File: src/rtl/stream_sched_pkg.sv
// stream_sched_pkg: shared types and default parameters for the stream
// scheduler. Holds the scheduler FSM state encoding and the default values
// used by stream_sched and its arbiter.
package stream_sched_pkg;

  localparam int DEF_NUM_REQ      = 4;
  localparam int DEF_W            = 8;
  localparam int DEF_DRAIN_CYCLES = 2;

  typedef enum logic [2:0] {
    IDLE  = 3'd0,
    CLEAR = 3'd1,
    SHIFT = 3'd2,
    DRAIN = 3'd3,
    DONE  = 3'd4
  } sched_state_t;

endpackage

File: src/rtl/stream_sched_rr_arbiter.sv
// stream_sched_rr_arbiter: picks one requester for the scheduler.
// Default build: round-robin starting at rr_ptr, pointer moves to
// winner+1 (mod NUM_REQ) whenever a grant is taken.
// Build option STREAM_SCHED_FIXED_PRIO_EN: fixed priority, lowest index
// wins, no pointer state.
// Ports:
//   clk, rst   clock, asynchronous active-high reset
//   req        per-requester request vector
//   advance    grant is being taken this cycle (updates the pointer)
//   any_req    at least one request is pending
//   winner     index of the selected requester
//   onehot     one-hot form of winner (all zero when any_req is low)
module stream_sched_rr_arbiter
  import stream_sched_pkg::*;
#(
  parameter int  NUM_REQ = DEF_NUM_REQ,
  localparam int ID_W    = $clog2(NUM_REQ)
) (
  input  logic               clk,
  input  logic               rst,
  input  logic [NUM_REQ-1:0] req,
  input  logic               advance,
  output logic               any_req,
  output logic [ID_W-1:0]    winner,
  output logic [NUM_REQ-1:0] onehot
);

`ifdef STREAM_SCHED_FIXED_PRIO_EN

  // Scan from the top down so the lowest asserted index is written last.
  always_comb begin
    any_req = 1'b0;
    winner  = '0;
    for (int i = NUM_REQ - 1; i >= 0; i--) begin
      if (req[i]) begin
        any_req = 1'b1;
        winner  = ID_W'(i);
      end
    end
  end

`else

  logic [ID_W-1:0] rr_ptr_q, rr_ptr_d;
  logic [ID_W-1:0] idx;

  // Scan offsets from the farthest down to rr_ptr itself so the requester
  // closest to the pointer (wrapping) is the last one written.
  always_comb begin
    any_req = 1'b0;
    winner  = '0;
    idx     = '0;
    for (int i = NUM_REQ - 1; i >= 0; i--) begin
      idx = ID_W'((int'(rr_ptr_q) + i) % NUM_REQ);
      if (req[idx]) begin
        any_req = 1'b1;
        winner  = idx;
      end
    end
  end

  always_comb begin
    rr_ptr_d = rr_ptr_q;
    if (advance && any_req) begin
      rr_ptr_d = (winner == ID_W'(NUM_REQ - 1)) ? '0 : winner + 1'b1;
    end
  end

  always_ff @(posedge clk or posedge rst) begin
    if (rst) rr_ptr_q <= '0;
    else     rr_ptr_q <= rr_ptr_d;
  end

`endif

  always_comb begin
    onehot = '0;
    if (any_req) onehot[winner] = 1'b1;
  end

endmodule

File: src/rtl/stream_sched.sv
// stream_sched: shares one serial sequence detector between NUM_REQ
// requesters. A granted word is captured, the detector is cleared, the word
// is shifted out MSB-first, then DRAIN_CYCLES idle cycles catch late match
// pulses. The number of cycles det_o was high is reported with the id.
// Build option STREAM_SCHED_FIXED_PRIO_EN selects fixed-priority arbitration
// instead of round-robin.
// Ports:
//   clk, rst    clock, asynchronous active-high reset
//   req         per-requester level request
//   data        packed words, requester k at [k*W +: W]
//   gnt         one-hot grant pulse in the capture cycle
//   det_clear   one-cycle detector clear pulse
//   det_i       serial bit to the detector
//   det_o       detector match output
//   done        one-cycle result-valid pulse
//   done_id     requester whose word finished (held until the next done)
//   match_cnt   cycles det_o was high during SHIFT/DRAIN (held likewise)
module stream_sched
  import stream_sched_pkg::*;
#(
  parameter int  NUM_REQ      = DEF_NUM_REQ,
  parameter int  W            = DEF_W,
  parameter int  DRAIN_CYCLES = DEF_DRAIN_CYCLES,
  localparam int ID_W         = $clog2(NUM_REQ),
  localparam int CNT_W        = $clog2(W + DRAIN_CYCLES + 1)
) (
  input  logic                 clk,
  input  logic                 rst,
  input  logic [NUM_REQ-1:0]   req,
  input  logic [NUM_REQ*W-1:0] data,
  output logic [NUM_REQ-1:0]   gnt,
  output logic                 det_clear,
  output logic                 det_i,
  input  logic                 det_o,
  output logic                 done,
  output logic [ID_W-1:0]      done_id,
  output logic [CNT_W-1:0]     match_cnt
);

  sched_state_t     state_q, state_d;
  logic [W-1:0]     shreg_q, shreg_d;
  logic [CNT_W-1:0] bit_cnt_q, bit_cnt_d;
  logic [CNT_W-1:0] match_q, match_d;
  logic [ID_W-1:0]  id_q, id_d;
  logic [ID_W-1:0]  done_id_q, done_id_d;
  logic [CNT_W-1:0] match_cnt_q, match_cnt_d;

  logic               grant_en;
  logic               any_req;
  logic [ID_W-1:0]    winner;
  logic [NUM_REQ-1:0] onehot;

  stream_sched_rr_arbiter #(.NUM_REQ(NUM_REQ)) u_arb (
    .clk     (clk),
    .rst     (rst),
    .req     (req),
    .advance (grant_en),
    .any_req (any_req),
    .winner  (winner),
    .onehot  (onehot)
  );

  // NOTE: every signal written here gets a default first so no path leaves
  // it unassigned; otherwise synthesis infers a latch.
  always_comb begin
    state_d     = state_q;
    shreg_d     = shreg_q;
    bit_cnt_d   = bit_cnt_q;
    match_d     = match_q;
    id_d        = id_q;
    done_id_d   = done_id_q;
    match_cnt_d = match_cnt_q;
    grant_en    = 1'b0;
    gnt         = '0;
    det_clear   = 1'b0;
    det_i       = 1'b0;
    done        = 1'b0;

    unique case (state_q)
      IDLE: begin
        // rst gating keeps gnt low while reset is held with req active.
        if (any_req && !rst) begin
          grant_en = 1'b1;
          gnt      = onehot;
          shreg_d  = data[winner*W +: W];
          id_d     = winner;
          state_d  = CLEAR;
        end
      end
      CLEAR: begin
        det_clear = 1'b1;
        match_d   = '0;
        bit_cnt_d = '0;
        state_d   = SHIFT;
      end
      SHIFT: begin
        det_i   = shreg_q[W-1];
        shreg_d = shreg_q << 1;
        if (det_o) match_d = match_q + 1'b1;
        if (bit_cnt_q == CNT_W'(W - 1)) begin
          bit_cnt_d = '0;
          state_d   = DRAIN;
        end else begin
          bit_cnt_d = bit_cnt_q + 1'b1;
        end
      end
      DRAIN: begin
        if (det_o) match_d = match_q + 1'b1;
        if (bit_cnt_q == CNT_W'(DRAIN_CYCLES - 1)) begin
          // Result registers load here so they are valid during the done
          // pulse, including a pulse arriving in this last drain cycle.
          done_id_d   = id_q;
          match_cnt_d = match_d;
          state_d     = DONE;
        end else begin
          bit_cnt_d = bit_cnt_q + 1'b1;
        end
      end
      DONE: begin
        done    = 1'b1;
        state_d = IDLE;
      end
      default: state_d = IDLE;
    endcase
  end

  // NOTE: state registers use non-blocking assignments so every flop samples
  // the pre-edge values, independent of statement order.
  always_ff @(posedge clk or posedge rst) begin
    if (rst) begin
      state_q     <= IDLE;
      shreg_q     <= '0;
      bit_cnt_q   <= '0;
      match_q     <= '0;
      id_q        <= '0;
      done_id_q   <= '0;
      match_cnt_q <= '0;
    end else begin
      state_q     <= state_d;
      shreg_q     <= shreg_d;
      bit_cnt_q   <= bit_cnt_d;
      match_q     <= match_d;
      id_q        <= id_d;
      done_id_q   <= done_id_d;
      match_cnt_q <= match_cnt_d;
    end
  end

  assign done_id   = done_id_q;
  assign match_cnt = match_cnt_q;

endmodule

File: config.mk
export PLATFORM = sky130hd
export DESIGN_NAME = stream_sched
export DESIGN_NICKNAME = d
export VERILOG_FILES = /design/src/rtl/stream_sched_pkg.sv /design/src/rtl/stream_sched_rr_arbiter.sv /design/src/rtl/stream_sched.sv
export SDC_FILE = /design/constraint.sdc
export NUM_CORES = 1
export LEC_CHECK = 0
export ABC_AREA = 1
export CAP_MARGIN = 15
export CORE_MARGIN = 3
export CORE_UTILIZATION = 53
export CTS_CLUSTER_DIAMETER = 100
export CTS_CLUSTER_SIZE = 30
export DETAILED_ROUTE_END_ITERATION = 8
export PLACE_DENSITY = 0.95
export SLEW_MARGIN = 20
export SYNTH_ARGS = -nofsm -noshare
export SYNTH_HDL_FRONTEND = slang
export SYNTH_SLANG_ARGS = --single-unit
File: constraint.sdc
create_clock -name clk -period 3.8 [get_ports clk]
set_clock_uncertainty 0.2 [all_clocks]
set_input_delay 0.76 -clock clk [delete_from_list [all_inputs] [get_ports clk]]
set_output_delay 0.76 -clock clk [all_outputs]
set_load 0.1 [all_outputs]
# Word level (Yosys, flattened, before mapping)
# Index checks and enable logic that the tools add are counted.
[classes]
n_eq_ne = 11
n_addsub = 6
mux = 38
reduce_logical = 14
order_cmp = 6
n_shift = 1
[op_table]
columns = ["op", "n"]
rows = [
  ["32-bit by 6-bit indexed part select with 8-bit output", 1],
  ["4-bit two-way mux", 6],
  ["8-bit case mux with 2 select lines", 1],
  ["2-bit by 3-bit < comparator with 1-bit output (second input constant)", 5],
  ["1-bit two-way mux", 14],
  ["3-bit case mux with 4 select lines", 1],
  ["4-bit case mux with 3 select lines", 1],
  ["2-bit two-way mux", 5],
  ["3-bit two-way mux", 3],
  ["4-bit by 1-bit adder with 4-bit output (second input constant)", 2],
  ["1-bit binary-select mux with 2-bit select", 4],
  ["8-bit two-way mux", 1],
  ["2-bit inequality test (second input constant)", 4],
  ["4-bit case mux with 2 select lines", 1],
  ["2-bit AND reduction", 4],
  ["3-bit by 2-bit == test with 1-bit output (second input constant)", 2],
  ["2-bit by 1-bit adder with 2-bit output (second input constant)", 2],
  ["2-bit adder (second input constant)", 2],
  ["4-bit by 1-bit == test with 1-bit output (second input constant)", 1],
  ["4-bit by 3-bit == test with 1-bit output (second input constant)", 1],
  ["2-bit nonzero test", 2],
  ["3-bit by 1-bit == test with 1-bit output (second input constant)", 1],
  ["3-bit == test (second input constant)", 1],
  ["1-bit logical AND", 3],
  ["other kinds (8)", 8],
]
[totals]
word_cells = 84
ff_bits = 29
out_inout_bits = 13

# Logic depth before layout (Yosys ltp)
# Gate-level depths: netlist of run 1.
[logic_depth]
ltp_word = 14
depth_mapped = 16
ltp_nobuf = 14

# Modules after synthesis
# A second synthesis of run 1 with hierarchy kept.
[unflattened]
hier_cells = 304
hier_area_um2 = 2099.5
[modules_own_cells]
columns = ["module", "n_inst", "cells_each", "area_each_um2"]
rows = [
  ["stream_sched", 1, 227, 1657.8],
  ["stream_sched_rr_arbiter", 1, 77, 441.7],
]

# Least setup slack after synthesis of run 1
# OpenSTA, ideal clock, no wires.
[synth_timing]
path_type = "input to output"
from = "input rst"
to = "output gnt[1]"
path_buffers = 0
path_slack_ps = -278
t_arrival_ps = 3118
cell_stages = 5
cell_sequence = "inv_1 > nand3_4 > inv_1 > nand2_1 > nor2_1"
[synth_via]
elab_chain_len = 4
[synth_lines]
columns = ["element", "line", "text"]
rows = [
  ["start: declaration", "stream_sched.sv:28", "input logic rst,"],
  ["1-bit logical NOT (no source line)", "n/a", ""],
  ["1-bit logical AND", "stream_sched.sv:82", "if (any_req && !rst) begin"],
  ["4-bit two-way mux", "stream_sched.sv:82", ""],
  ["4-bit two-way mux", "stream_sched.sv:79", "unique case (state_q)"],
  ["end: declaration", "stream_sched.sv:31", "output logic [NUM_REQ-1:0] gnt,"],
]
# Every way passes these cells.

# Worst setup path in the final report of run 1
[layout_timing]
from = "input req[1]"
to = "output gnt[3]"
[layout_via]
elab_chain_len = 13
[layout_lines]
columns = ["element", "line", "text"]
rows = [
  ["start: declaration", "stream_sched.sv:29", "input logic [NUM_REQ-1:0] req,"],
  ["1-bit binary-select mux with 2-bit select", "stream_sched_rr_arbiter.sv:55", "if (req[idx]) begin"],
  ["1-bit two-way mux (not written as such)", "stream_sched_rr_arbiter.sv:55", ""],
  ["2-bit two-way mux (4 in series)", "stream_sched_rr_arbiter.sv:55", ""],
  ["2-bit by 3-bit < comparator with 1-bit output (not written as such) or 2-bit by 1-bit >= comparator with 1-bit output (tied branches)", "stream_sched_rr_arbiter.sv:78", "if (any_req) onehot[winner] = 1'b1;"],
  ["1-bit logical AND (not written as such)", "stream_sched_rr_arbiter.sv:78", ""],
  ["1-bit two-way mux (not written as such)", "stream_sched_rr_arbiter.sv:78", ""],
  ["1-bit demux with 2-bit select", "n/a", ""],
  ["4-bit two-way mux", "stream_sched_rr_arbiter.sv:78", ""],
  ["4-bit two-way mux *", "stream_sched.sv:82", ""],
  ["4-bit two-way mux *", "stream_sched.sv:79", ""],
]
# Mark *: on every way between the ends. The rest lies on a longest branch, timed or not. The select of a mux whose other input is x is not followed.

==> results of run 1 <==
-- power groups by stage --
stage          sequential (mW)  combinational [mW]  clock [mW]
2_1_floorplan            0.728                1.25           0
3_3_place_gp             0.544                1.66           0
3_5_place_dp             0.548                1.72           0
4_1_cts                  0.544                1.74       0.240
5_1_grt                  0.563                1.95       0.253
6_report                 0.547                1.77       0.238
-- cells in the final DEF, fill, tap and decap left out --
| cell | synthesis | routed |
|---|---|---|
| o22ai_1 | 9 | 9 |
| nand2_2 | 15 | 15 |
| inv_1 | 40 | 40 |
| nand2_8 | 1 | 1 |
| dfrtp_1 | 29 | 29 |
| clkbuf_1 | 1 | 3 |
| nand2_1 | 63 | 63 |
| nor2_2 | 3 | 4 |
| buf_4 | 1 | 9 |
| inv_6 | 1 | 1 |
| clkdlybuf4s50_1 | 0 | 44 |
| a21oi_1 | 2 | 2 |
| clkbuf_8 | 0 | 5 |
| nand3_2 | 8 | 8 |
| nand2_4 | 3 | 3 |
| nand4_1 | 3 | 3 |
| nor3_1 | 2 | 2 |
| a31oi_1 | 1 | 1 |
| o21ai_1 | 2 | 2 |
| buf_12 | 1 | 4 |
| nand3_1 | 38 | 38 |
| and2_4 | 1 | 1 |
| xor2_1 | 3 | 3 |
| nor2_1 | 16 | 15 |
| nor2_4 | 1 | 1 |
| ha_1 | 4 | 4 |
| inv_2 | 4 | 4 |
| nand3_4 | 1 | 1 |
| o21ai_0 | 19 | 19 |
-- sequential cells by signal, summed over array words and instances (netlist names) --
register / flops
state_q: 3
done_id: 2
shreg_q: 8
u_arb.rr_ptr_q: 2
match_q: 4
bit_cnt_q: 4
id_q: 2
match_cnt: 4
-- worst paths after layout --
path                                                from                       end  slack (ns)  depth (start not counted)
max                                               req[1]                    gnt[3]        0.17                         14
min                                  id_q[1]$_DFFE_PP0P_    done_id[1]$_DFFE_PP0P_        0.28                          2
max reg2reg                u_arb.rr_ptr_q[0]$_DFFE_PP0P_    shreg_q[3]$_DFFE_PP0P_        1.42                         14
min reg2reg                          id_q[1]$_DFFE_PP0P_    done_id[1]$_DFFE_PP0P_        0.28                          2
max in group asynchronous                            rst  bit_cnt_q[3]$_DFFE_PP0P_        2.35                          3
min in group asynchronous                            rst    match_q[3]$_DFFE_PP0P_        0.78                          3
-- metal layers --
metal	share of wire	routed length, um	vias up	track usage
li1	-	-	1003	-
met5	0	0	-	0
met4	0.018	91	0	0.07940
met2	0.51	2606	101	0.4654
met1	0.40	2051	919	0.2609
met3	0.063	321	14	0.05583
-- cells by family (layout without fill, tap and decap cells) --
| logic type | Yosys count | count (layout) |
|---|---|---|
| AND/OR/NAND/NOR | 155 | 155 |
| XOR/XNOR | 3 | 3 |
| adder cells (fa/ha/maj) | 4 | 4 |
| flip-flops | 29 | 29 |
| AO/OA/AOI/OAI | 33 | 33 |
| buffers and inverters | 53 | 110 |
-- critical path, cell delays in order --
cell,delay (ns)
clkdlybuf4s50_1,0.43
inv_1,0.07
nand2_1,0.08
nand2_1,0.13
nor2_1,0.06
inv_1,0.07
nand2_2,0.06
nor2_2,0.16
nand2_4,0.16
nand2_8,0.13
ha_1,0.14
inv_1,0.04
nor2_1,0.17
buf_12,0.20
-- through the flow --
stage                     hold slack, ns  instance area [um^2]    util  TNS, ns
final                             0.2818                  2681  0.7615        0
after global routing              0.3047                  2681  0.7615        0
after CTS                         0.2821                  2674  0.7594        0
after detailed placement          0.2669                  2594  0.7367        0
after global placement            0.2558                  2594  0.7367        0
after floorplan                   0.2422                  2031       -  -0.6980
-- area by class of cell --
class / instances / area [um^2]
multi-input combinational: 195 / 1056
timing repair buffer: 57 / 588.1
sequential: 29 / 725.7
inverter: 45 / 173.9
fill: 269 / 839.6
clock buffer: 8 / 80.08
tap: 46 / 57.56
==> flow_summary_export.csv, run 1 <==
group,metric,value,unit
logic_synthesis,synth_flop_cell,"dfrtp_1",
logic_synthesis,syn_area_per_cell,7.322,um^2
sta,slew_violations,0,
logic_synthesis,synth_compound_area_frac,0.08760,
critical_path,crit_fanout,17,
power,swShare,0.5548,
placement,dp_slack,0.1129,ns
cells_and_area,syn2layout_area_growth,32.20,%
placement,dp_hpwl,3784,um
logic_synthesis,synth.area.mux_share,0,
logic_synthesis,synth_cell_type_count,29,
clock_network,cts_buffers,5,
die,rows,21,
detailed_routing,route.detailed.drc,0,
logic_synthesis,synth_fp_nets,320,
sta,max_freq,275.5,MHz
cells_and_area,final_nets,376,
clock_network,path_clk_slew,0.06,ns
clock_network,ctsHoldBuffers,0,
global_routing,grt_first_pass_wirelength,8459,um
power,power.density,953.5,nW/um^2
hold_path,hp-class,"reg -> reg",
global_routing,antenna_found_initial,0,
power,internal_power,1.138,mW
detailed_routing,wl_per_cell,13.34,um
logic_synthesis,synth_area_leaders,"dfrtp_1 (36%), nand2_1 (12%), nand3_1 (9.4%)",
die,ioPinCount,52,
global_routing,overflow,0,
clock_network,cts_resized,0,
logic_synthesis,syn_area,2028,um^2
die,die_area,4605,um^2
clock_network,clock-sinks,29,
die,die_w,67.86,um
critical_path,critical_path_required,2.84,ns
logic_synthesis,synth_cells,277,
cells_and_area,drive_above_1_share,0.1707,
power,p_clk_frac,0.093,
clock_network,insertion_delay,0.27,ns
detailed_routing,dr.pass1.iters,5,
sta,rsz0062_at_grt,"no",
run_status,status,"finished, final reports clean",
sta,setup_slack,0.1705,ns
sta,worst_slew_pin_slew,0.9697,ns
logic_synthesis,async_flop_share,1.000,
critical_path,cp-end-kind,"output pin",
clock_network,root_buffer,"clkbuf_8",
detailed_routing,ant_nets,0,
placement,gp_congestion,0.9731,
sta,slew_headroom,0.3515,
clock_network,post-cts-setup-buffer-count,0,
die,core_region_area,3521,um^2
critical_path,worst-setup-path-type,"in -> out",
logic_synthesis,synth_top_family_by_area,"simple AND/OR/NAND/NOR gates",
global_routing,grt_usage,0.2433,
placement,placed_cells,371,
power,ir_worst_vdd,0.4040,mV
logic_synthesis,synth_xor_area_frac,0.01295,
job,drv_cap,0,
power,p_leak,1.321,nW
logic_synthesis,ys_seq_area_frac,0.3578,
detailed_routing,drt_wl_total,5070,um
power,combPwrFrac,0.693,
placement,portBuffers,51,
cells_and_area,diodes,0,
global_routing,grt_max_degree,31,
clock_network,htreeDepth,2,
logic_synthesis,synthSimpleGateAreaFrac,0.3942,
clock_network,cts_buffer_depth,2,
sta,hold_viol_final,0,
power,p_seq_frac,0.214,
sta,period_share,0.9551,
logic_synthesis,synth_edf_count,0,
die,initial_core_util,0.5760,
logic_synthesis,synth_top_area_cell,"dfrtp_1",
logic_synthesis,synth_most_common_cell,"nand2_1",
sta,setup_viol,0,
detailed_routing,vias_per_cell,5.361,
logic_synthesis,yosys-top-cells-count,"nand2_1 (63), inv_1 (40), nand3_1 (38), dfrtp_1 (29), o21ai_0 (19)",
detailed_routing,drtIter0Drc,197,
die,die_h,67.86,um
logic_synthesis,synth_top_area_frac,0.3578,
power,net-switching-power,1.419,mW
logic_synthesis,synth-seq-cells,29,
logic_synthesis,synth-adder-area-share,0.02468,
global_routing,grt_pass1_vias,2028,
sta,fin_crit,3.629,ns
power,total_power,2.557,mW
clock_network,cts_tree,"done",
cells_and_area,fin_cells,380,
critical_path,crit_path_start_kind,"input port",
critical_path,arrival,2.67,ns
logic_synthesis,synth-warning-count,0,
detailed_routing,routed-via-count,2037,
No activity file was read; power rests on OpenSTA's default activity.
==> run 2, diff against run 1 <==
==> constraint.sdc (replaced) <==
create_clock -name clk -period 3.8 [get_ports clk]
set_clock_uncertainty 0.2 [all_clocks]
set_input_delay 0.38 -clock clk [delete_from_list [all_inputs] [get_ports clk]]
set_output_delay 0.38 -clock clk [all_outputs]
set_load 0.1 [all_outputs]
==> flow_summary_export.csv, run 2 (synthesized netlist as in run 1, its figures left out) <==
group,metric,value,unit
run_status,status,"finished, final reports clean",
sta,fin_tns_setup,0,ns
detailed_routing,highest_layer,"met4",
sta,slew_headroom,0.3518,
detailed_routing,drt_wl_total,4602,um
clock_network,cts_resized,0,
sta,rsz0062_at_grt,"no",
critical_path,critical_path_required,3.22,ns
critical_path,crit_slowest_cell,"dfrtp_1",
placement,placed_cells,368,
detailed_routing,drtIter0Drc,230,
cells_and_area,largest_reg_flops,8,
die,rows,21,
placement,portBuffers,51,
die,die_h,67.86,um
sta,setup_slack,0.5855,ns
die,initial_core_util,0.5760,
global_routing,grt_max_degree,31,
cells_and_area,final_nets,372,
critical_path,worst-setup-path-type,"reg -> out",
clock_network,clock-sinks,29,
placement,gp_congestion,0.9537,
global_routing,grt_pass1_vias,1860,
clock_network,ctsHoldBuffers,0,
critical_path,r2r_slack,1.32,ns
critical_path,r2r-start,"u_arb.rr_ptr_q[0]$_DFFE_PP0P_",
cells_and_area,layout_commonest_cell,"nand2_1",
detailed_routing,dr.pass1.iters,4,
global_routing,grt_usage,0.2221,
detailed_routing,met1_length,1943,um
detailed_routing,vias_per_cell,5.290,
cells_and_area,diodes,0,
hold_path,min_path_cells,2,
hold_path,hold_start,"id_q[1]$_DFFE_PP0P_",
detailed_routing,route.detailed.drc,0,
clock_network,path_clk_slew,0.06,ns
die,die_w,67.86,um
global_routing,grt_first_pass_wirelength,7741,um
cells_and_area,drive_above_1_share,0.1576,
clock_network,cts_buffer_depth,2,
cells_and_area,syn2layout_area_growth,30.97,%
sta,hold_viol_final,0,
detailed_routing,dr_wl_met3,299,um
global_routing,overflow,0,
critical_path,crit_path_start_kind,"flip-flop",
critical_path,arrival,2.63,ns
sta,worst_slew_pin_slew,0.9693,ns
hold_path,hp-class,"reg -> reg",
clock_network,root_buffer,"clkbuf_8",
detailed_routing,route.met2.wl,2263,um
sta,setup_viol,0,
die,ioPinCount,52,
job,drv_cap,0,
sta,slew_violations,0,
critical_path,cp-end-kind,"output pin",
critical_path,r2r_end,"u_arb.rr_ptr_q[1]$_DFFE_PP0P_",
clock_network,post-cts-setup-buffer-count,0,
cells_and_area,fin_cells,376,
detailed_routing,routed-via-count,1989,
power,p_leak,1.303,nW
power,power.density,934.6,nW/um^2
clock_network,cts_buffers,5,
die,die_area,4605,um^2
clock_network,insertion_delay,0.28,ns
clock_network,cts_tree,"done",
hold_path,whs_endpoint,"done_id[1]$_DFFE_PP0P_",
critical_path,r2r_cells,10,
detailed_routing,ant_nets,0,
critical_path,path_cells,"nand2_1 > nand2_1 > nor2_1 > o21ai_0 > a31oi_1 > buf_4 > inv_1 > ha_1 > inv_1 > nor2_1 > buf_12",
die,core_region_area,3521,um^2
cells_and_area,largest-register,"shreg_q",
sta,max_freq,311.1,MHz
critical_path,critPathMaxStageDelay,0.62,ns
sta,period_share,0.8459,
placement,dp_slack,0.7122,ns
sta,fin_crit,3.215,ns
clock_network,htreeDepth,2,
global_routing,antenna_found_initial,0,
power,ir_worst_vdd,0.5175,mV
critical_path,crit_fanout,11,
placement,dp_hpwl,3523,um
cells_and_area,nFillCells,270,
cells_and_area,layout_common_cells,"nand2_1 (63), clkdlybuf4s50_1 (46), inv_1 (40)",
detailed_routing,wl_per_cell,12.24,um
==> run 2: cell types whose count changed in the layout (fill, tap and decap cells not counted), sizes merged <==
| cell | previous run | this run |
|---|---|---|
| buf | 13 | 7 |
| clkbuf | 8 | 6 |
| clkdlybuf4s50 | 44 | 46 |
| clkinv | 0 | 2 |
==> run 2: worst max-delay path by stage <==
| stage | from | end | slack, ns | depth (start not counted) |
|---|---|---|---|---|
| floorplan | u_arb.rr_ptr_q[0]$_DFFE_PP0P_ | gnt[3] | 0.45 | 13 |
| global placement | req[2] | gnt[3] | 0.77 | 12 |
| detailed placement | req[2] | gnt[3] | 0.71 | 12 |
| CTS | u_arb.rr_ptr_q[0]$_DFFE_PP0P_ | gnt[3] | 0.58 | 11 |
| global route | u_arb.rr_ptr_q[0]$_DFFE_PP0P_ | gnt[3] | 0.39 | 11 |
| finish | u_arb.rr_ptr_q[0]$_DFFE_PP0P_ | gnt[3] | 0.59 | 11 |
==> run 2: routing by layer <==
metal,vias to the layer above,global-route usage
met5,-,0
met4,0,0.06948
met3,11,0.07553
met2,75,0.3900
met1,907,0.2539
li1,996,-
==> run 2: per-stage QoR <==
step | utilization | instance area (um^2) | hold slack, ns | total power, mW
detailed placement | 0.7310 | 2574 | 0.2734 | 2.232
CTS | 0.7544 | 2656 | 0.2863 | 2.481
global placement | 0.7310 | 2574 | 0.2562 | 2.172
global route | 0.7544 | 2656 | 0.3063 | 2.681
finish | 0.7544 | 2656 | 0.2813 | 2.483
floorplan | - | 2028 | 0.2422 | 1.973
==> run 2: where the power goes <==
group	switching (mW)	internal, mW
Combinational	1.17	0.528
Sequential	0.106	0.443
Clock	0.113	0.126
==> run 2: cell type report <==
class                           count  area [um^2]  share of cell area
Inverter                           45        173.9             0.06547
Tap cell                           46        57.56             0.02167
Clock buffer                        6        72.57             0.02732
Clock inverter                      2        10.01            0.003768
Sequential cell                    29        725.7              0.2732
Multi-Input combinational cell    195         1054              0.3966
Timing Repair Buffer               53        563.0              0.2120
==> run 2: critical path, delay by kind of cell (launching register included) <==
| kind | cells | cell delay (ns) |
|---|---|---|
| fa+ha+maj | 1 | 0.23 |
| buf+inv | 4 | 0.77 |
| simple gates | 4 | 0.53 |
| compound gates | 2 | 0.21 |
| flops | 1 | 0.62 |
==> run 3, diff against run 2 <==
CORE_UTILIZATION = 44   (was 53)
PLACE_DENSITY = 0.88   (was 0.95)
clock period = 2.7 ns   (was 3.8 ns; I/O delays follow)
==> flow_summary_export.csv, run 3 (synthesized netlist as in run 1, its figures left out) <==
group,metric,value,unit
detailed_routing,routed-via-count,1986,
detailed_routing,ant_nets,0,
critical_path,worst-setup-path-type,"reg -> out",
cells_and_area,post-route-util,0.6190,
power,power.density,1347,nW/um^2
sta,slew_violations,0,
sta,fin_tns_setup,0,ns
global_routing,grt_usage,0.1973,
sta,slew_headroom,0.7507,
global_routing,antenna_found_initial,0,
power,ir_worst_vdd,0.7313,mV
sta,hold_viol_final,0,
sta,period_share,0.9782,
cells_and_area,seq_area,726.9,um^2
critical_path,cp-end-kind,"output pin",
clock_network,clock-sinks,29,
clock_network,path_clk_slew,0.06,ns
die,die_area,5460,um^2
die,die_w,73.90,um
placement,portBuffers,51,
cells_and_area,multiInputGateArea,1066,um^2
global_routing,grt_first_pass_wirelength,8293,um
cells_and_area,diodes,0,
sta,fin_crit,2.641,ns
cells_and_area,layout_commonest_cell,"nand2_1",
hold_path,hp-class,"in -> async",
die,rows,24,
global_routing,grt_pass1_vias,1978,
detailed_routing,drt_wl_total,4928,um
critical_path,arrival,2.17,ns
die,core_region_area,4414,um^2
detailed_routing,wl_per_cell,12.64,um
job,drv_cap,0,
clock_network,htreeDepth,2,
detailed_routing,route.detailed.drc,0,
placement,gp_congestion,0.8655,
cells_and_area,final_nets,381,
cells_and_area,drive_above_1_share,0.2219,
clock_network,cts_buffer_depth,2,
detailed_routing,dr.pass1.iters,4,
detailed_routing,drtIter0Drc,66,
clock_network,insertion_delay,0.28,ns
global_routing,grt_max_degree,31,
cells_and_area,layout_common_cells,"nand2_1 (63), inv_1 (38), nand3_1 (38), clkdlybuf4s50_1 (38), dfrtp_1 (28)",
sta,rsz0062_at_grt,"yes",
cells_and_area,syn2layout_area_growth,34.73,%
clock_network,cts_buffers,5,
detailed_routing,vias_per_cell,5.092,
die,die_h,73.90,um
power,p_leak,1.357,nW
cells_and_area,nFillCells,382,
global_routing,overflow,0,
critical_path,critical_path_required,2.23,ns
sta,hold_ws,0.2775,ns
critical_path,crit_path_start_kind,"flip-flop",
sta,setup_viol,0,
critical_path,crit_fanout,7,
placement,dp_hpwl,3835,um
clock_network,cts_tree,"done",
sta,worst_slew_pin_slew,0.3740,ns
clock_network,root_buffer,"clkbuf_8",
cells_and_area,largest_reg_flops,8,
power,total_power,3.680,mW
die,initial_core_util,0.4595,
cells_and_area,largest-register,"shreg_q",
die,ioPinCount,52,
sta,max_freq,378.6,MHz
run_status,status,"finished, final reports clean",
==> run 3: cell count changes in the layout (fill, tap and decap cells not counted), moves of 3 or more <==
cell and change:
buf_4 +16, clkdlybuf4s50_1 -8, nor2_1 -3, nor2_2 +3
==> run 3: report_power, final <==
part	switching, mW	internal, mW
Clock	0.160	0.202
Combinational	1.71	0.840
Sequential	0.145	0.625
==> run 3: worst paths after layout <==
path / cells past startpoint / from / endpoint / slack, ns
min in group clk: 2 / match_cnt[0]$_DFFE_PP0P_ / match_cnt[0]$_DFFE_PP0P_ / 0.28
max in group asynchronous: 3 / rst / u_arb.rr_ptr_q[0]$_DFFE_PP0P_ / 1.73
setup reg to reg: 10 / u_arb.rr_ptr_q[0]$_DFFE_PP0P_ / u_arb.rr_ptr_q[1]$_DFFE_PP0P_ / 0.59
hold / removal: 3 / rst / id_q[1]$_DFFE_PP0P_ / 0.28
hold reg to reg: 2 / match_cnt[0]$_DFFE_PP0P_ / match_cnt[0]$_DFFE_PP0P_ / 0.28
setup / recovery: 11 / u_arb.rr_ptr_q[0]$_DFFE_PP0P_ / gnt[3] / 0.06
==> run 3: cell type report <==
class | instances | share of cell area
timing repair buffer | 62 | 0.2248
sequential | 29 | 0.2660
tap | 52 | 0.02381
clock buffer | 7 | 0.03159
inverter | 45 | 0.06364
multi-input combinational | 195 | 0.3901
==> run 3: per-stage QoR <==
stage	cell area, um^2	std cells	worst slack (ns)
3_5_place_dp	2616	380	0.1832
3_3_place_gp	2616	380	0.2596
6_report	2733	390	0.05886
2_1_floorplan	2038	277	-0.4731
5_1_grt	2733	390	-0.05932
4_1_cts	2704	387	0.07442
==> run 3: timing repair <==
item,4_1_cts,5_1_grt
pin swaps,0,0
hold endpoints to repair,0,0
hold buffers,0,0
gates resized for setup,1,6
buffers inserted,0,3
setup endpoints to repair,1,3
==> run 3: worst max-delay path, cell delays in order (launching register included) <==
cell and delay (ns):
dfrtp_2 0.47, inv_6 0.11, nand2_1 0.06, nand2_1 0.11, nand2_2 0.09, o21ai_0 0.22
a31oi_1 0.12, inv_2 0.13, ha_1 0.17, inv_1 0.05, nor2_2 0.15, buf_12 0.19
==> run 3: per-layer routing <==
metal,GRT usage,up-vias,wire length (um)
met4,0.09054,0,104
met1,0.2240,904,2094
li1,-,1012,-
met2,0.3455,59,2444
met3,0.04788,11,285
met5,0,-,0
==> variant 1: new RTL, flow settings as in run 1 <==
`DEF_NUM_REQ`: 4 -> 16.
--- a/src/rtl/stream_sched_pkg.sv
+++ b/src/rtl/stream_sched_pkg.sv
@@ -3,7 +3,7 @@
 // used by stream_sched and its arbiter.
 package stream_sched_pkg;
 
-  localparam int DEF_NUM_REQ      = 4;
+  localparam int DEF_NUM_REQ      = 16;
   localparam int DEF_W            = 8;
   localparam int DEF_DRAIN_CYCLES = 2;
 
Ports: changed (resized data, done_id, gnt and req); port bits go from 52 to 174. No check against the original RTL was run, so the function may have changed too.
==> variant 1 against run 1 <==
The flow now stops in global routing (5_1_grt). Synthesized area increased by 150%.
==> variant 1: results (changes against run 1) <==
[clock_tree]
clock-sinks = 35  ; +21%
cts_max_path_buffers = 2  ; unchanged
cts-root-buf = clkbuf_8
cts_max_level = 2  ; unchanged
cts_made_buffers = 5  ; unchanged

[synthesis]
syn-num-nets = 1094  ; +240%
ys_top_cells_by_area = nand2_1 36%, dfrtp_1 17%, nand3_1 12%, inv_1 4.2%, a21oi_1 3.8%
synth_ff_type = dfrtp_1
avgSynthCellArea_um2 = 5.38  ; -27%
yosys-top-cells-count = 480 x nand2_1, 122 x nand3_1, 56 x inv_1
yosysSeqAreaShare = 0.174  ; -0.184
async_flop_share = 1.00  ; unchanged
yosys_warnings = 0  ; unchanged
ys_types = 37  ; +28%

[global_routing]
grt_max_degree = 64

[sta]
worst_endpoint = gnt[13]
endpoint_type = output port

[placed_design]
hpwlAfterDp_um = 15500  ; +310%
dpl.cell_count = 1288  ; +250%
gp_congestion = 1.05  ; +8.1%
port-buffer-count = 173  ; +240%

[outcome]
first-error = [ERROR DPL-0038] Utilization greater than 100%, impossible to legalize
status = aborted with a tool error
haltStage = global routing (5_1_grt)

variant 1: cell count changes after synthesis, moves of 9 or more:
cell | before | now
nand2_1 | 63 | 480
nand3_1 | 38 | 122
a21oi_1 | 2 | 38
nor2_1 | 16 | 49
inv_1 | 40 | 56
buf_6 | 3 | 13
nand2_2 | 15 | 25
buf_4 | 1 | 10
variant 1: metrics by stage:
| step | setup TNS, ps | setup WS [ps] | instance area [um^2] |
|---|---|---|---|
| 2_1_floorplan | -6480 | -455 | 5300 |
| 3_3_place_gp | -12180 | -571 | 7720 |
| 3_5_place_dp | -15660 | -742 | 7720 |
| 4_1_cts | -7690 | -487 | 8410 |
variant 1: cells by family after synthesis:
| logic type | share of synthesized area |
|---|---|
| simple gates | 0.575 |
| buf+inv | 0.110 |
| compound gates | 0.0860 |
| flops | 0.174 |
| xor+xnor | 0.0281 |
| fa+ha+maj | 0.0273 |
variant 1: what timing repair did:
item                       CTS
setup buffers               17
pin swaps                   45
hold buffers                 0
setup endpoints to repair   24
resized for setup          130
==> variant 2: new RTL, flow settings as in run 1 <==
Without the edit above. One comparison of `bit_cnt_q` changes from == to >=.
--- a/src/rtl/stream_sched.sv
+++ b/src/rtl/stream_sched.sv
@@ -97,7 +97,7 @@
         det_i   = shreg_q[W-1];
         shreg_d = shreg_q << 1;
         if (det_o) match_d = match_q + 1'b1;
-        if (bit_cnt_q == CNT_W'(W - 1)) begin
+        if (bit_cnt_q >= CNT_W'(W - 1)) begin
           bit_cnt_d = '0;
           state_d   = DRAIN;
         end else begin
Behaviour: no difference found for any inputs over 10 cycles, from zero or initial values and one cycle with rst high; that may be too few to reach the edited logic, so the function may still have changed.
==> variant 2 against run 1 <==
Wire length decreased by 5.0%. Maximum frequency rose by 1.0%. Critical path depth unchanged. Design area up 2.9%. Synthesized area rose by 2.5%. Power increased by 0.72%. Core utilization down 1.9 points. Worst setup slack gained 37 ps. Sequential power rose by 1%. Sequential cell count stayed put. Die area grew 2.3%. Critical endpoint is now gnt[2].
==> variant 2: results (changes against run 1) <==
[outcome]
status = complete, no violations

[clock_tree]
post_cts_buffers = 0  ; unchanged
clk_pin_slew_ps = 60  ; about the same
clk_latency_ps = 280
cts-root-buf = clkbuf_8
cts_resized = 0  ; unchanged
cts_made_buffers = 5  ; unchanged
cts_max_path_buffers = 2  ; unchanged
cts_max_level = 2  ; unchanged

[global_routing]
overflow = 0  ; unchanged
grt_pass1_wl_um = 8400  ; -0.73%
grt_max_degree = 31  ; unchanged
grt_use_total = 0.236  ; -0.00707
antenna_found_initial = 0  ; unchanged

[synthesis]
avgSynthCellArea_um2 = 6.70  ; -8.4%
yosysSeqAreaShare = 0.349  ; -0.00862
yosys-top-cells-count = 81 x nand2_1, 70 x inv_1, 39 x nand3_1
async_flop_share = 1.00  ; unchanged
syn-num-nets = 353  ; +10%
ys_types = 29  ; unchanged
yosys_warnings = 0  ; unchanged
synth_ff_type = dfrtp_1
ys_top_cells_by_area = dfrtp_1 35%, nand2_1 15%, inv_1 13%, nand3_1 9.4%, o21ai_0 3.4%

[power]
ir_drop_uv = 615  ; +52%
leakage_nw = 1.48  ; +12%
p_sw_mw = 1.43  ; +0.56%

[setup_path]
worstPathMaxFanout = 17  ; unchanged
cpMaxStageDelayCell = clkdlybuf4s50_1
critPathTopFamily = buffers and inverters
slowest_delay_ps = 420
arrival_ps = 2630  ; -40 ps

[final_layout]
antenna_cells = 0  ; unchanged
fillCellCount = 306  ; +14%
drive_gt1_frac = 0.126  ; -0.0450
largest_reg_flops = 8  ; unchanged
layout.nets = 408  ; +8.5%
regMostFlops = shreg_q

[routing]
drtIter0Drc = 106  ; -46%
drtPass1Iterations = 5  ; unchanged
wirelength_um = 4820  ; -5.0%
vias = 2053  ; +0.79%
viasPerCell = 4.96  ; -7.5%

[placed_design]
gp_congestion = 0.867  ; -11%
port-buffer-count = 51  ; unchanged
hpwlAfterDp_um = 3790  ; about the same
dp_slack_ps = 228  ; +115 ps

[hold_path]
min_path_type = reg2reg

[sta]
worst_pin_slew_ps = 973  ; +3.65 ps

variant 2: cell types whose count changed after synthesis, moves of 2 or more:
cell / run 1 / this run
inv_2: 4 / 2
o21ai_0: 19 / 14
nand2_2: 15 / 8
nand3_2: 8 / 1
nand2_1: 63 / 81
a21oi_1: 2 / 4
inv_1: 40 / 70
clkbuf_1: 1 / 3
variant 2: metal layers:
metal / part of all wire / vias to the layer above / GRT usage
met4: 0.012 / 0 / 0.0819
met5: 0 / - / 0
met3: 0.068 / 8 / 0.0616
met2: 0.52 / 71 / 0.434
li1: - / 1055 / -
met1: 0.40 / 919 / 0.260
variant 2: stage by stage:
step                      area, um^2  TNS [ps]  total power, mW
after floorplan                 2090      -170             1.97
after global placement          2680         0             2.26
after detailed placement        2680         0             2.32
after CTS                       2760         0             2.58
after global routing            2760         0             2.83
final                           2760         0             2.58
variant 2: area by class of cell:
type / instances / area, um^2 / share of cell area
clock buffer: 6 / 72.6 / 0.0263
clock inverter: 2 / 10.0 / 0.00363
inverter: 73 / 279 / 0.101
multi-input combinational: 199 / 1020 / 0.371
sequential: 29 / 726 / 0.263
tap: 48 / 60.1 / 0.0218
timing repair buffer: 57 / 588 / 0.213
variant 2: final timing paths:
path | startpoint | end | slack [ps] | cells after the start
max reg2reg | u_arb.rr_ptr_q[0] | shreg_q[5] | 1460 | 16
min | match_cnt[0] | match_cnt[0] | 290 | 2
min reg2reg | match_cnt[0] | match_cnt[0] | 290 | 2
max | req[1] | gnt[2] | 210 | 14
min in group asynchronous | rst | match_q[2] | 740 | 3
max in group asynchronous | rst | match_q[3] | 2390 | 3
variant 2: cell families after synthesis:
family	Yosys count	synth area share
AOI/OAI and AO/OA	32	0.0915
xor gates and xnor gates	4	0.0169
adders and majority gates	4	0.0241
muxes	1	0.00482
and+or+nand+nor	158	0.349
DFF	29	0.349
buffers and inverters	82	0.164
variant 2: power by group through the flow:
stage | Combinational (mW) | Sequential [mW] | Clock [mW]
3_3_place_gp | 1.71 | 0.548 | 0
5_1_grt | 2.00 | 0.568 | 0.263
2_1_floorplan | 1.23 | 0.741 | 0
4_1_cts | 1.78 | 0.552 | 0.245
3_5_place_dp | 1.77 | 0.554 | 0
6_report | 1.78 | 0.553 | 0.238
variant 2: worst register-to-register path: stages (launching register included):
cell and delay (ps):
dfrtp_1 660, inv_6 80, nand2_2 90, nand2_2 100, nor2_2 110, inv_1 40
nand2_1 90, inv_1 60, nand2_2 80, nand2_4 50, nand2_2 120, buf_4 230
nand2_1 90, nand3_1 80, nand2_1 60, nand2_1 60, nand2_1 50
